===== src/rtl/fmul_issue_buffer.sv =====
`default_nettype none
// ============================================================================
// Module      : fmul_issue_buffer
// Description : Issue front end for a fixed-latency fmul pipeline. Registers
//               operand pairs towards fmul, tracks in-flight ops with a
//               valid/tag shift register and captures results into an output
//               FIFO. Credit-based issue means a stalled consumer never
//               causes a result to be dropped.
// Revision    : 1.0 - initial release
// ============================================================================
module fmul_issue_buffer #(
    parameter int LATENCY    = 2,
    parameter int OBUF_DEPTH = 4,
    parameter int TAG_W      = 5
) (
    input  logic             clk,
    input  logic             reset,
    input  logic             in_valid,
    output logic             in_ready,
    input  logic [31:0]      in_op1,
    input  logic [31:0]      in_op2,
    input  logic [TAG_W-1:0] in_tag,
    output logic [31:0]      fmul_op1,
    output logic [31:0]      fmul_op2,
    input  logic [31:0]      fmul_result,
    output logic             out_valid,
    input  logic             out_ready,
    output logic [31:0]      out_result,
    output logic [TAG_W-1:0] out_tag,
    output logic             busy
);

    // Operands change at the issue edge and the product is valid LATENCY
    // edges later, so it is captured one edge after that: LATENCY+1 stages.
    localparam int c_STAGES = LATENCY + 1;
    localparam int c_PTR_W  = $clog2(OBUF_DEPTH);
    localparam int c_CNT_W  = c_PTR_W + 1;
    localparam int c_SUM_W  = $clog2(OBUF_DEPTH + LATENCY + 2);

    logic [c_STAGES-1:0] r_pipe_v;
    logic [TAG_W-1:0]    r_pipe_tag [c_STAGES];
    logic [31:0]         r_op1;
    logic [31:0]         r_op2;
    logic [31:0]         r_mem_res  [OBUF_DEPTH];
    logic [TAG_W-1:0]    r_mem_tag  [OBUF_DEPTH];
    logic [c_PTR_W-1:0]  r_wr_ptr;
    logic [c_PTR_W-1:0]  r_rd_ptr;
    logic [c_CNT_W-1:0]  r_count;

    logic [c_SUM_W-1:0]  w_inflight;
    logic [c_SUM_W-1:0]  w_occupancy;
    logic                w_in_ready;
    logic                w_issue;
    logic                w_push;
    logic                w_pop;
    logic                w_out_valid;

    // Count ops in flight inside the fmul pipe (popcount of stage valids)
    always_comb begin
        w_inflight = '0;
        for (int i = 0; i < c_STAGES; i++) begin
            w_inflight = w_inflight + c_SUM_W'(r_pipe_v[i]);
        end
    end

    // Credit check uses registered state only, so out_ready/in_valid never
    // reach in_ready combinationally; a pop frees its slot one cycle later.
    always_comb begin
        w_occupancy = c_SUM_W'(r_count) + w_inflight;
        w_in_ready  = !reset && (w_occupancy < c_SUM_W'(OBUF_DEPTH));
        w_issue     = in_valid && w_in_ready;
        w_push      = r_pipe_v[c_STAGES-1];
        w_out_valid = (r_count != '0);
        w_pop       = w_out_valid && out_ready;
    end

    // Operand registers towards fmul; hold value when nothing issues
    always_ff @(posedge clk) begin
        if (reset) begin
            r_op1 <= '0;
            r_op2 <= '0;
        end else if (w_issue) begin
            r_op1 <= in_op1;
            r_op2 <= in_op2;
        end
    end

    // In-flight valid shift register; ops in flight at reset are dropped
    always_ff @(posedge clk) begin
        if (reset) begin
            r_pipe_v <= '0;
        end else begin
            r_pipe_v <= {r_pipe_v[c_STAGES-2:0], w_issue};
        end
    end

    // Tag shift register travelling alongside the valid bits
    always_ff @(posedge clk) begin
        r_pipe_tag[0] <= in_tag;
        for (int i = 1; i < c_STAGES; i++) begin
            r_pipe_tag[i] <= r_pipe_tag[i-1];
        end
    end

    // FIFO storage: capture product and tag when the oldest stage is valid
    always_ff @(posedge clk) begin
        if (w_push) begin
            r_mem_res[r_wr_ptr] <= fmul_result;
            r_mem_tag[r_wr_ptr] <= r_pipe_tag[c_STAGES-1];
        end
    end

    // FIFO pointers and occupancy; pointers wrap naturally (power-of-2 depth)
    always_ff @(posedge clk) begin
        if (reset) begin
            r_wr_ptr <= '0;
            r_rd_ptr <= '0;
            r_count  <= '0;
        end else begin
            if (w_push) begin
                r_wr_ptr <= r_wr_ptr + c_PTR_W'(1);
            end
            if (w_pop) begin
                r_rd_ptr <= r_rd_ptr + c_PTR_W'(1);
            end
            if (w_push && !w_pop) begin
                r_count <= r_count + c_CNT_W'(1);
            end else if (!w_push && w_pop) begin
                r_count <= r_count - c_CNT_W'(1);
            end
        end
    end

    assign in_ready   = w_in_ready;
    assign fmul_op1   = r_op1;
    assign fmul_op2   = r_op2;
    assign out_valid  = w_out_valid;
    assign out_result = r_mem_res[r_rd_ptr];
    assign out_tag    = r_mem_tag[r_rd_ptr];
    assign busy       = (w_inflight != '0) || (r_count != '0);

endmodule
`default_nettype wire

===== config.mk =====
export PLATFORM = sky130hd
export DESIGN_NAME = fmul_issue_buffer
export DESIGN_NICKNAME = d
export VERILOG_FILES = /design/src/rtl/fmul_issue_buffer.sv
export SDC_FILE = /design/constraint.sdc
export NUM_CORES = 1
export LEC_CHECK = 0
export CAP_MARGIN = 20
export CORE_ASPECT_RATIO = 1.75
export CORE_MARGIN = 2
export CORE_UTILIZATION = 50
export DETAILED_ROUTE_END_ITERATION = 12
export PLACE_DENSITY = 0.8
export SYNTH_ARGS = -nofsm -noshare
export SYNTH_HDL_FRONTEND = slang
export SYNTH_SLANG_ARGS = --single-unit

===== constraint.sdc =====
create_clock -name clk -period 3.1 [get_ports clk]
set_input_delay 0.62 -clock clk [delete_from_list [all_inputs] [get_ports clk]]
set_output_delay 0.62 -clock clk [all_outputs]
set_load 0.05 [all_outputs]

# After elaboration in Yosys (flattened, before gate mapping)
# Memory sizes are Yosys's and may differ from the RTL's. A register that Yosys moved wholly into a read port is not among the register bits.
# Index checks and enable logic that the tools add are counted.
[word_totals]
ram_bits = 163
ff_bits = 74
wordCells = 37
inputBits = 105
n_memories = 3
output_inout_bits = 104
[op_classes]
order_cmp = 1
n_reduce_logical = 12
n_mux = 8
add_sub_neg = 7
[mem_list]
columns = ["memory", "depth", "width", "rd", "rd_ports_with_merged_regs", "wr", "line", "rtl"]
rows = [
  ["r_mem_res", 4, 32, 1, 1, 1, "44", "logic [31:0] r_mem_res [OBUF_DEPTH];"],
  ["r_mem_tag", 4, 5, 1, 1, 1, "45", "logic [TAG_W-1:0] r_mem_tag [OBUF_DEPTH];"],
  ["r_pipe_tag", 3, 5, 3, 0, 3, "41", "logic [TAG_W-1:0] r_pipe_tag [c_STAGES];"],
]
[op_table]
columns = ["operator", "n"]
rows = [
  ["2-bit two-way mux", 4],
  ["3-bit two-way mux", 2],
  ["3-bit nonzero test", 2],
  ["1-bit logical AND", 5],
  ["2-bit by 1-bit adder with 2-bit output, second input constant", 2],
  ["2-bit by 1-bit adder with 3-bit output", 1],
  ["3-bit by 1-bit adder with 3-bit output, second input constant", 1],
  ["3-bit adder", 1],
  ["1-bit zero test", 3],
  ["3-bit < comparator, second input constant", 1],
  ["3-bit by 1-bit subtractor with 3-bit output, second input constant", 1],
  ["1-bit by 1-bit adder with 2-bit output", 1],
  ["1-bit two-way mux", 2],
  ["2-bit nonzero test", 1],
  ["1-bit logical OR", 1],
]

# Longest topological paths before layout
[depth]
word_depth = 6
depth_mapped = 7
depth_no_buf = 7

# Least setup slack after synthesis
# No wires, ideal clock.
[synth_timing]
path_kind = "register to output"
startpoint = "register r_pipe_v[2]"
endpoint = "output port in_ready"
path_stages_with_launch = 6
arrival_time_ns = 2.251
required_ns = 2.480
path_buffers = 0
setup_slack_ns = 0.229
path_cell_list = "dfxtp_1 fa_1 ha_1 a311o_1 and3_2 nor2_1"
[synth_via]
elab_chain_len = 4
[synth_rtl]
columns = ["item", "line", "rtl"]
rows = [
  ["from (decl)", "40", "logic [c_STAGES-1:0] r_pipe_v;"],
  ["from (signal assigned)", "93", "r_pipe_v <= {r_pipe_v[c_STAGES-2:0], w_issue};"],
  ["2-bit by 1-bit adder with 3-bit output", "62", "w_inflight = w_inflight + c_SUM_W'(r_pipe_v[i]);"],
  ["3-bit adder", "69", "w_occupancy = c_SUM_W'(r_count) + w_inflight;"],
  ["3-bit < comparator", "70", "w_in_ready = !reset && (w_occupancy < c_SUM_W'(OBUF_DEPTH));"],
  ["1-bit logical AND", "70", ""],
  ["to (decl)", "19", "output logic in_ready,"],
]
# Every way passes these cells.

# Worst setup path after layout
[layout_timing]
startpoint = "register r_pipe_v[0]"
endpoint = "output port in_ready"
[layout_via]
elab_chain_len = 5
[layout_rtl]
columns = ["item", "line"]
rows = [
  ["1-bit by 1-bit adder with 2-bit output", "62"],
  ["2-bit by 1-bit adder with 3-bit output", "62"],
  ["3-bit adder", "69"],
  ["3-bit < comparator", "70"],
  ["1-bit logical AND", "70"],
]
# Every way passes these cells.

==> impl_metrics.csv <==
group,metric,value,unit
routing,routed_via_density,5.10,
setup_path,critPathLaunchType,"register",
routing,wl,18000,um
setup_path,crit_arrival,2370,ps
routing,first_pass_iters,4,
sta,finalSetupViolCount,0,
grt,grt_overflow,0,
sta,max_freq,334,MHz
final_layout,area_growth,32.5,%
sta,fin_crit_sh,96.5,%
logic_synthesis,syn_inst,544,
place,dp_hpwl,11900,um
setup_path,cp_max_fo,2,
routing,vias,5120,
place,post-place-ws,355,ps
routing,ant_nets,0,
final_layout,post-route-util,67.3,%
place,io_buffers,208,
final_layout,stdcell_count,1004,
floorplan,core_region_area,17900,um^2
clocking,cts-root-buf,"clkbuf_16",
routing,drc_errors,0,
grt,grt_pass1_vias,5652,
place,gp_congestion,0.780,
final_layout,drive_gt1_share,14.8,%
floorplan,ioPinCount,209,
final_layout,nNetsFinal,867,
sta,fin_ws,109,ps
logic_synthesis,synth-seq-cells,239,
setup_path,worstSetupPathType,"register to output pin",
sta,rsz0062_at_grt,"no",
clocking,clk_latency,490,ps
sta,post-route-min-period,2990,ps
floorplan,die_w,106,um
sta,finClkSkew,5.95,ps
clocking,htree_levels,1,
floorplan,die_area,19300,um^2
grt,grt_pass1_wl,29000,um
sta,drv_slew,0,
final_layout,fin_area,12000,um^2
logic_synthesis,synthesis.area,9080,um^2
clocking,cts_buffer_depth,3,
floorplan,start_util,50.8,%
grt,grtUsageMet3,6.86,%
status,outcome,"complete, no violations",
power_and_ir_drop,pwr_density_cell,789,nW/um^2
floorplan,rows,65,
setup_path,crit_start,"r_pipe_v[0]",
place,placed_cells,964,
min_path,whs_path_depth,0,
setup_path,required,2480,ps
routing,drtIter0Drc,166,
clocking,cts_sinks,239,
place,placed_area,11300,um^2
logic_synthesis,synth.top_cell.area_share,48.9,%
grt,grt.busiest_layer,"met2",
min_path,min_path_type,"register to register",
grt,grtUsageMet2,33.5,%
logic_synthesis,yosysTopAreaCell,"edfxtp_1",
grt,antenna_found_initial,1,
setup_path,endpoint_kind,"output pin",
sta,tightest_slew,1030,ps
logic_synthesis,synthTopCellsByArea,"edfxtp_1 (49%), dfxtp_1 (20%), mux4_2 (9.2%), nand2b_1 (8.8%), mux2i_1 (7.3%)",
logic_synthesis,synth.yosys.seq_area_share,69.0,%
sta,max_slew_margin,31.3,%
setup_path,regToRegStartpoint,"r_pipe_v[0]",
sta,tns,0,ps
grt,grt_use_met1,21.2,%
logic_synthesis,ys_warn_count,0,
clocking,cts_tree,"built",
logic_synthesis,avgSynthCellArea,16.7,um^2
clocking,cts.clk_slew.worst_paths,70,ps
clocking,cts_buffers,21,
logic_synthesis,syn_nets,657,
clocking,holdBufCountCts,0,
floorplan,die_h,182,um
grt,grt_max_degree,140,
setup_path,r2r_cells,7,
min_path,timing.hold.worst.start,"r_pipe_tag[0][8]",
power_and_ir_drop,p_leak,4.34,nW
grt,grt_usage,18.9,%
power_and_ir_drop,peakVddDrop,593,uV
job,drv_cap,0,
routing,avgRoutedWirePerCell,17.9,um
logic_synthesis,synth_cell_type_count,29,
sta,final-hold-violation-count,0,
-- worst paths after layout --
kind / end / slack (ps)
setup / recovery: in_ready / 110
hold / removal: r_pipe_tag[0][13] / 330
setup reg to reg: fmul_op2[3] / 610
hold reg to reg: r_pipe_tag[0][13] / 330
-- layout make-up --
cell class | instances | area (um^2)
antenna | 1 | 2.50
tap | 234 | 293
multi-input combinational | 271 | 2640
sequential | 239 | 6270
timing repair buffer | 217 | 2150
clock buffer | 23 | 533
fill | 1252 | 5860
inverter | 4 | 15.0
clock inverter | 15 | 131
-- worst max-delay path: stages, from the launching register on --
cell and delay (ps):
dfxtp_1 330, fa_2 400, ha_1 300, a311o_1 340, and3_2 250, nor2_4 110
buf_12 140
-- per-stage QoR --
| step | total power, mW | hold WS [ps] |
|---|---|---|
| 6_report | 9.49 | 326 |
| 2_1_floorplan | 6.08 | 310 |
| 3_5_place_dp | 7.05 | 314 |
| 4_1_cts | 9.61 | 326 |
| 3_3_place_gp | 6.98 | 311 |
| 5_1_grt | 9.87 | 332 |
-- power by group --
group | switching, mW | internal, mW | total, mW | leakage, nW
Sequential | 0.160 | 3.59 | 3.75 | 2.09
Clock | 1.12 | 1.42 | 2.54 | 0.314
Combinational | 1.93 | 1.27 | 3.19 | 1.94
Total | 3.21 | 6.28 | 9.49 | 4.34
-- Yosys cell counts --
master,count
nand2b_1,128
inv_1,4
fa_1,2
a21oi_1,1
mux2i_1,66
buf_2,4
xnor2_1,1
buf_8,6
a31oi_1,1
nand2_1,1
edfxtp_1,148
nand4_1,1
or3_2,2
clkbuf_1,19
o311ai_0,1
nor2b_1,2
mux4_2,37
dfxtp_1,91
a311o_1,1
nor3_1,1
ha_1,6
o21ai_0,1
xor2_1,4
or3_1,1
and3_2,1
o31ai_1,1
nor2_1,8
buf_6,1
and2_1,4
-- state kept, by name (all words and copies together) (netlist names), named ones only --
signal / flops
r_mem_res: 128
fmul_op1: 32
fmul_op2: 32
r_mem_tag: 20
r_pipe_tag: 15
r_count: 3
r_pipe_v: 3
r_rd_ptr: 2
r_wr_ptr: 2
-- routing by layer --
metal | share of wire [%] | vias up
li1 | - | 2396
met1 | 38 | 2499
met2 | 50 | 198
met3 | 10 | 27
met4 | 1.9 | 0
met5 | 0 | -
-- cells by family after synthesis --
logic type / synth area share (%)
buffers and inverters: 2.29
muxes: 16.5
xor gates and xnor gates: 0.482
AOI/OAI and AO/OA: 0.468
adders and majority gates: 1.27
DFF: 69.0
and+or+nand+nor: 10.0
-- cell usage in the layout (no fill, tap or decap), types with 2 or more instances in the layout --
| cell type | netlist | final |
|---|---|---|
| clkdlybuf4s50_1 | 0 | 168 |
| edfxtp_1 | 148 | 148 |
| nand2b_1 | 128 | 128 |
| dfxtp_1 | 91 | 88 |
| mux2i_1 | 66 | 66 |
| mux4_2 | 37 | 37 |
| buf_4 | 0 | 31 |
| clkbuf_16 | 0 | 21 |
| dlymetal6s2s_1 | 0 | 13 |
| nor2_1 | 8 | 7 |
| clkinv_1 | 0 | 7 |
| ha_1 | 6 | 6 |
| inv_1 | 4 | 4 |
| and2_2 | 0 | 4 |
| xor2_1 | 4 | 4 |
| dfxtp_2 | 0 | 3 |
| clkinvlp_4 | 0 | 3 |
| buf_12 | 0 | 3 |
| or3_2 | 2 | 2 |
| nor2b_1 | 2 | 2 |
| inv_6 | 0 | 2 |
| clkbuf_1 | 19 | 2 |
| bufinv_16 | 0 | 2 |
-- repair_timing --
item / CTS / global route
endpoints found under the setup margin: 2 / 14
buffers inserted: 1 / 0
pin swaps: 1 / 0
resized for setup: 3 / 15
(Power assumes the default switching activity.)
